**config.mk**
```make
export PLATFORM = sky130hd
export DESIGN_NAME = add_sub_scheduler
export DESIGN_NICKNAME = d
export VERILOG_FILES = /design/src/rtl/add_sub_scheduler.sv
export SDC_FILE = /design/constraint.sdc
export NUM_CORES = 1
export LEC_CHECK = 0
export CORE_MARGIN = 4
export CORE_UTILIZATION = 48
export CTS_BUF_LIST = sky130_fd_sc_hd__clkbuf_4 sky130_fd_sc_hd__clkbuf_8
export CTS_CLUSTER_DIAMETER = 50
export CTS_CLUSTER_SIZE = 10
export DETAILED_ROUTE_END_ITERATION = 10
export DONT_BUFFER_PORTS = 1
export REMOVE_ABC_BUFFERS = 1
export SYNTH_ARGS = -nofsm -noshare
export SYNTH_HDL_FRONTEND = slang
export SYNTH_SLANG_ARGS = --single-unit
```
**constraint.sdc**
```tcl
create_clock -name clk -period 2.5 [get_ports clk]
set_clock_uncertainty 0.1 [all_clocks]
set_input_delay 0.125 -clock clk [delete_from_list [all_inputs] [get_ports clk]]
set_output_delay 0.125 -clock clk [all_outputs]
set_load 0.1 [all_outputs]
```
**src/rtl/add_sub_scheduler.sv**
```systemverilog
// Two-requester round-robin front end that time-shares one sign-magnitude add_sub unit.
// Optional statistics counters are built only when ADD_SUB_STATS_EN is defined.

module add_sub (
    input  logic [2:0] num1,
    input  logic [2:0] num2,
    input  logic       selection,
    output logic [4:0] result,
    output logic       zeroflag
);
    logic       s1, s2, sign;
    logic [3:0] m1, m2, mag;

    always_comb begin
        m1 = {2'b00, num1[1:0]};
        m2 = {2'b00, num2[1:0]};
        // Subtraction flips the second operand's sign; a negative zero counts as positive.
        s1 = num1[2] & (num1[1:0] != 2'b00);
        s2 = (num2[2] ^ selection) & (num2[1:0] != 2'b00);
        if (s1 == s2) begin
            mag  = m1 + m2;
            sign = s1;
        end else if (m1 >= m2) begin
            mag  = m1 - m2;
            sign = s1;
        end else begin
            mag  = m2 - m1;
            sign = s2;
        end
        if (mag == '0) sign = 1'b0;
        result   = {sign, mag};
        zeroflag = (mag == '0);
    end
endmodule

module add_sub_scheduler #(
    parameter int EXEC_CYCLES = 1
) (
    input  logic       clk,
    input  logic       rst,
    input  logic [1:0] req_valid,
    output logic [1:0] req_ready,
    input  logic [2:0] req0_num1,
    input  logic [2:0] req0_num2,
    input  logic [2:0] req1_num1,
    input  logic [2:0] req1_num2,
    input  logic       req0_selection,
    input  logic       req1_selection,
    output logic       resp_valid,
    input  logic       resp_ready,
    output logic       resp_id,
    output logic [4:0] resp_result,
    output logic       resp_zeroflag,
    output logic       busy,
    output logic [7:0] op_count,
    output logic [7:0] zero_count
);
    typedef enum logic [1:0] {IDLE, EXEC, RESP} state_t;

    state_t     state;
    logic [3:0] cnt;
    logic [2:0] op1, op2;
    logic       op_sel, op_id;
    logic       prio;
    logic [1:0] grant;
    logic [4:0] as_result;
    logic       as_zero;

    add_sub u_add_sub (
        .num1      (op1),
        .num2      (op2),
        .selection (op_sel),
        .result    (as_result),
        .zeroflag  (as_zero)
    );

    // prio names the requester that wins when both are valid.
    always_comb begin
        grant = '0;
        if (state == IDLE) begin
            case (req_valid)
                2'b01:   grant = 2'b01;
                2'b10:   grant = 2'b10;
                2'b11:   grant = prio ? 2'b10 : 2'b01;
                default: grant = '0;
            endcase
        end
    end

    assign req_ready  = grant;
    assign busy       = (state != IDLE);
    assign resp_valid = (state == RESP);

    always_ff @(posedge clk or posedge rst) begin
        if (rst) begin
            state         <= IDLE;
            cnt           <= '0;
            op1           <= '0;
            op2           <= '0;
            op_sel        <= 1'b0;
            op_id         <= 1'b0;
            prio          <= 1'b0;
            resp_id       <= 1'b0;
            resp_result   <= '0;
            resp_zeroflag <= 1'b0;
        end else begin
            case (state)
                IDLE: begin
                    if (grant != 2'b00) begin
                        op_id  <= grant[1];
                        op1    <= grant[1] ? req1_num1 : req0_num1;
                        op2    <= grant[1] ? req1_num2 : req0_num2;
                        op_sel <= grant[1] ? req1_selection : req0_selection;
                        prio   <= ~grant[1];
                        cnt    <= 4'(EXEC_CYCLES);
                        state  <= EXEC;
                    end
                end
                EXEC: begin
                    cnt <= cnt - 4'd1;
                    if (cnt == 4'd1) begin
                        resp_id       <= op_id;
                        resp_result   <= as_result;
                        resp_zeroflag <= as_zero;
                        state         <= RESP;
                    end
                end
                RESP: begin
                    if (resp_ready) state <= IDLE;
                end
                default: state <= IDLE;
            endcase
        end
    end

`ifdef ADD_SUB_STATS_EN
    logic [7:0] op_cnt, zero_cnt;

    always_ff @(posedge clk or posedge rst) begin
        if (rst) begin
            op_cnt   <= '0;
            zero_cnt <= '0;
        end else if (state == RESP && resp_ready) begin
            if (op_cnt != '1) op_cnt <= op_cnt + 8'd1;
            if (resp_zeroflag && zero_cnt != '1) zero_cnt <= zero_cnt + 8'd1;
        end
    end

    assign op_count   = op_cnt;
    assign zero_count = zero_cnt;
`else
    assign op_count   = '0;
    assign zero_count = '0;
`endif
endmodule
```
==> results.md, run 1 <==
- Seq/Total Area, Yosys: 0.408
- Netlist cell types: 31
- Seq cells post-synth: 22
- Layout cells sized above 1: 0.101
- Most frequent cell after synthesis: nand2_1
- Routed wire length: 2710 um
- CTS tree: yes
- Drt initial violations: 16
- Worst-path clk slew: approximately 120 ps
- Reg2reg end: op2[0]$_DFFE_PP0P_
- EDFF count, synth: 0
- Core area: roughly 2600 sq um
- Final setup viols: 0
- Startpoint Class: register
- Largest net degree at the start of global routing: 23
- Vias in the first global route: around 1,100
- Worst R2R Start: state[1]$_DFFE_PP0P_
- # port buffers: 0
- Period utilisation layout: 0.888
- WL per Instance: between 10 and 15 um
- Most used routing layer: met2
- Final Hold Violating Endpoints: 0
- Grt met1 use: 0.179
- Clk_lat worst skew: 310 ps
- R2R setup slack: around 280 ps
- Max clock buf depth: 2
- FF-to-FF path depth: 6
- Met2 Use GR: 0.296
- I/O Pins: 46
- # fillers: 230
- M3 GR Usage: 0.0461
- Die width: between 60 and 70 um
- Num CTS Buffers: 3
- Placed insts: 186
- Synth area leader: dfrtp_1
- Post-synth top cells: nand2_1 (31), dfrtp_1 (22), buf_4 (16), nor2_1 (14), inv_1 (12)
- Achievable Freq: about 450 MHz
- Antenna Nets Post-Route: 0
- CTS Sinks: 22
- Crit path time final: approximately 2200 ps
- Synth async-reset ratio: 1.00
- TritonRoute pass-1 iters: 4
- Worst hold path depth: 3
- Final Non-Filler Cells: 209
- End of the worst hold path: op_id$_DFFE_PP0P_
- Routed vias/inst: 5.00
- Hold_sp: req_valid[0]
- Crit path kind: register to register
- CP endpoint kind: register
- Largest fanout on the critical path: 9
- Max Slew Vio Count: 0
- Via Count: about 1,000
- Post-CTS setup buffer count: 0
- YS warnings: 0
- Layout area overhead: 17.9%
- RSZ-0062 raised after global routing: false
- Placer Congestion: between 0.7 and 0.8
- Hpwl dp: 1900 um
- DIE AREA: 3730 sq um
- Htree depth: 1
- Status: finished clean
- Mapped Area: 1350 sq um
- Rows: 18
- Gr usage total: 0.165
- Worst Path Arrival: 2380 ps
- DRC: 0
- Die Y: slightly above 60 um
- Post-Syn Area per Cell: roughly 8.8 sq um
- Syn Inst Count: 153
- Initial core utilization: 0.526
- Hold Crit Class: input pin to register
- Overflow after GRT: 0
- Ant. Diodes: 0
- Initial antenna violation count: 0
- Critical path required time: around 2700 ps
- Clk root buf: clkbuf_4
- Top post-synthesis cells by area: dfrtp_1 (41%), buf_4 (8.9%), nand2_1 (8.6%)
- Main synth FF type: dfrtp_1
- Tightest Pin Transition: 898 ps
- Nets: around 210
- Worst slew margin: 0.401
- Total negative slack: 0 ps
- First-pass GRT wire length: 4510 um
- Max-cap violations: 0
- Area share of the largest cell type after synthesis: 0.408
==> placed cells by master (no fill, tap or decap), types with 2 or more instances in the layout <==
| master | instances |
|---|---|
| a21oi_1 | 2 |
| a31oi_1 | 7 |
| buf_4 | 7 |
| clkbuf_4 | 3 |
| conb_1 | 16 |
| dfrtp_1 | 22 |
| dlygate4sd3_1 | 20 |
| fa_1 | 3 |
| ha_1 | 6 |
| inv_1 | 12 |
| mux2_2 | 4 |
| nand2_1 | 31 |
| nand2b_1 | 3 |
| nand3_1 | 3 |
| nor2_1 | 14 |
| o21ai_0 | 8 |
| o31ai_1 | 2 |
| xnor2_1 | 2 |
==> worst max-delay path: stages, from the launching register on <==
cell and delay [ps]:
dfrtp_1 460, nor2_1 340, nand3_2 260, clkinv_1 190
nand2_1 80, a31oi_1 170, dlygate4sd3_1 580
==> cells by family (layout without fill, tap and decap cells) <==
family	after synthesis	in the layout	synth area share
mux	5	5	0.0408
xor+xnor	4	4	0.0315
compound gates	26	26	0.119
flops	22	22	0.408
fa+ha+maj	9	9	0.100
buf+inv	32	43	0.135
simple gates	54	54	0.163
other cells	1	16	0.00278
==> routing by layer <==
layer	share of wire	vias up	wire length, um
li1	-	515	-
met2	0.48	49	1290
met1	0.42	477	1130
met5	0	-	0
met3	0.088	5	238
met4	0.017	0	46
==> worst max-delay path by stage <==
stage	startpoint	to	slack, ps	cells after the start
after floorplan	prio$_DFFE_PP0P_	op1[0]$_DFFE_PP0P_	430	5
after global placement	op1[0]$_DFFE_PP0P_	resp_result[1]$_DFFE_PP0P_	460	8
after detailed placement	op1[0]$_DFFE_PP0P_	resp_result[1]$_DFFE_PP0P_	430	8
after CTS	state[1]$_DFFE_PP0P_	op2[1]$_DFFE_PP0P_	250	6
after global routing	state[1]$_DFFE_PP0P_	op2[0]$_DFFE_PP0P_	1	6
final	state[1]$_DFFE_PP0P_	op2[0]$_DFFE_PP0P_	280	6
==> flip-flops by register name (all words and copies together) (netlist names) <==
signal,count
state,2
resp_zeroflag,1
resp_result,5
op_id,1
prio,1
resp_id,1
op_sel,1
op2,3
cnt,4
op1,3
==> cell type report <==
type                            count  area [sq um]  share of cell area
Timing Repair Buffer               27           253               0.159
Sequential cell                    22           551               0.346
Tap cell                           30          37.5              0.0236
Clock buffer                        3          22.5              0.0142
Multi-Input combinational cell    114           679               0.427
Inverter                           13          48.8              0.0307
==> per-stage QoR <==
| stage | util | hold WS (ps) | setup slack [ps] | cell area (sq um) |
|---|---|---|---|---|
| final | 0.620 | 13.2 | 280 | 1590 |
| after global routing | 0.620 | 39.1 | 1.27 | 1590 |
| after CTS | 0.614 | 48.8 | 251 | 1580 |
| after detailed placement | 0.531 | 127 | 430 | 1360 |
| after global placement | 0.531 | 123 | 463 | 1360 |
| after floorplan | - | 14.2 | 431 | 1270 |
==> what timing repair did <==
action,CTS,global route
hold endpoints to repair,33,1
hold buffers,19,1
endpoints found under the setup margin,0,7
resized for setup,0,2
Power of run 1 is not shown: default switching activity piles up to over one toggle a cycle in this logic, so the estimate is an artifact.
==> run 2: changes to the inputs <==
- GPL_TIMING_DRIVEN: unset -> 0
- MAX_ROUTING_LAYER: unset -> met4
==> results.md, run 2 (synthesis results as in run 1) <==
- Largest register FFs: 5 (unchanged)
- Routed vias/inst: 5.04 (was 5.00)
- TritonRoute pass-1 iters: 4 (unchanged)
- Layout cells sized above 1: 0.0640 (was 0.101)
- Most frequent cells in the layout: nand2_1 (31), dfrtp_1 (22), dlygate4sd3_1 (19) (was nand2_1 (31), dfrtp_1 (22), dlygate4sd3_1 (20))
- Period utilisation layout: 0.895 (was 0.888)
- Final Hold Violating Endpoints: 0 (unchanged)
- Tightest Pin Transition: 903 ps (was 898 ps)
- Routed wire length: 2470 um (was 2710 um)
- Critical-path top delay cell: clkinvlp_4 (was dlygate4sd3_1)
- Met2 Use GR: 0.257 (was 0.296)
- Total negative slack: 0 ps (unchanged)
- Commonest non-fill, non-tap cell in the layout: nand2_1 (unchanged)
- Num CTS Buffers: 3 (unchanged)
- Hold slack: 110 ps (was 13.2 ps)
- Initial core utilization: 0.526 (unchanged)
- Crit-path cells: nor2_1 > nand3_1 > clkinvlp_4 (was nor2_1 > nand3_2 > clkinv_1 > nand2_1 > a31oi_1 > dlygate4sd3_1)
- Largest fanout on the critical path: 9 (unchanged)
- Largest net degree at the start of global routing: 23 (unchanged)
- Most used routing layer: met2 (unchanged)
- Max clock buf depth: 2 (unchanged)
- Die width: 61.0 um (unchanged)
- Max Slew Vio Count: 0 (unchanged)
- Die Y: 61.0 um (unchanged)
- Status: finished clean (unchanged)
- DIE AREA: 3730 sq um (unchanged)
- Final setup viols: 0 (unchanged)
- Overflow after GRT: 0 (unchanged)
- Initial antenna violation count: 0 (unchanged)
- Max-cap violations: 0 (unchanged)
- M3 GR Usage: 0.0356 (was 0.0461)
- Worst-path clk slew: 130 ps (was 120 ps)
- Crit path kind: register to output pin (was register to register)
- Clk_lat worst skew: 300 ps (was 310 ps)
- Vias in the first global route: 991 (was 1,060)
- Hold Crit Class: input pin to register (unchanged)
- Clk root buf: clkbuf_4 (unchanged)
- Antenna Nets Post-Route: 0 (unchanged)
- Startpoint Class: register (unchanged)
- Via Count: 1,018 (was 1,046)
- CP endpoint kind: output pin (was register)
- WL per Instance: 12.2 um (was 13.0 um)
- Core area: 2570 sq um (unchanged)
- RSZ-0062 raised after global routing: false (unchanged)
- Gr usage total: 0.153 (was 0.165)
- CP Launch Point: state[1]$_DFFE_PP0P_ (unchanged)
- Largest registers: resp_result (5), cnt (4) (unchanged)
- I/O Pins: 46 (unchanged)
- CTS tree: yes (unchanged)
- DRC: 0 (unchanged)
- Layout area overhead: 15.3% (was 17.9%)
- Grt met1 use: 0.182 (was 0.179)
- Hpwl dp: 1770 um (was 1900 um)
- Core Util, Final: 0.606 (was 0.620)
- Worst slew margin: 0.398 (was 0.401)
- Crit path time final: 2240 ps (was 2220 ps)
- Critical path required time: 2280 ps (was 2660 ps)
- # port buffers: 0 (unchanged)
- Crit-path max cell delay: 560 ps (was 580 ps)
- CTS Sinks: 22 (unchanged)
- First-pass GRT wire length: 4110 um (was 4510 um)
- Nets: 201 (was 209)
- Hold_sp: req_valid[1] (was req_valid[0])
- Largest reg by FF count: resp_result (unchanged)
- Ant. Diodes: 0 (unchanged)
- Worst R2R Start: state[1]$_DFFE_PP0P_ (unchanged)
- Worst Path Arrival: 2010 ps (was 2380 ps)
- Htree depth: 1 (unchanged)
- Rows: 18 (unchanged)
- Placer Congestion: 0.707 (was 0.795)
- Drt initial violations: 23 (was 16)
- Achievable Freq: 447 MHz (was 450 MHz)
-- run 2: changes by cell type in the layout (fill, tap and decap cells not counted), sizes merged --
cell,previous run,this run
buf,7,0
bufinv,0,1
clkinv,1,0
clkinvlp,0,1
dlygate4sd3,20,19
-- run 2: worst max-delay path, delay by kind of cell (launching register included) --
| family | cells | cell delay, ps |
|---|---|---|
| buffers and inverters | 1 | 560 |
| flip-flops | 1 | 450 |
| AND/OR/NAND/NOR | 2 | 690 |
-- run 2: area by class of cell --
| class | count | area [sq um] |
|---|---|---|
| Fill cell | 225 | 1010 |
| Sequential cell | 22 | 551 |
| Multi-Input combinational cell | 114 | 673 |
| Timing Repair Buffer | 19 | 190 |
| Clock inverter | 1 | 30.0 |
| Tap cell | 30 | 37.5 |
| Clock buffer | 3 | 22.5 |
| Inverter | 13 | 52.6 |
-- run 2: final timing paths --
path / end / slack, ps / depth (start not counted)
max reg2reg: op1[0]$_DFFE_PP0P_ / 320 / 5
max: req_ready[1] / 260 / 3
min reg2reg: op_id$_DFFE_PP0P_ / 400 / 2
min: op_id$_DFFE_PP0P_ / 110 / 2
max in group asynchronous: op1[0]$_DFFE_PP0P_ / 1490 / 2
min in group asynchronous: state[1]$_DFFE_PP0P_ / 300 / 2
-- run 2: what timing repair did --
item	4_1_cts	5_1_grt
setup buffers	0	0
gates resized for setup	0	1
endpoints found under the setup margin	0	7
endpoints found under the hold margin	33	0
hold buffers	19	0
-- run 2: through the flow --
stage | std cells | instance area [sq um] | setup WS (ps)
after CTS | 202 | 1550 | 134
after global routing | 202 | 1560 | 97.8
after global placement | 179 | 1310 | 214
after detailed placement | 179 | 1310 | 160
final | 202 | 1560 | 264
after floorplan | 149 | 1270 | 431
-- run 2: metal layers --
layer  vias up  wire [um]
met5         -          0
met3         2        229
met4         0         15
met2        49       1120
met1       464       1100
li1        503          -
Power of run 2 is left out for the same reason.
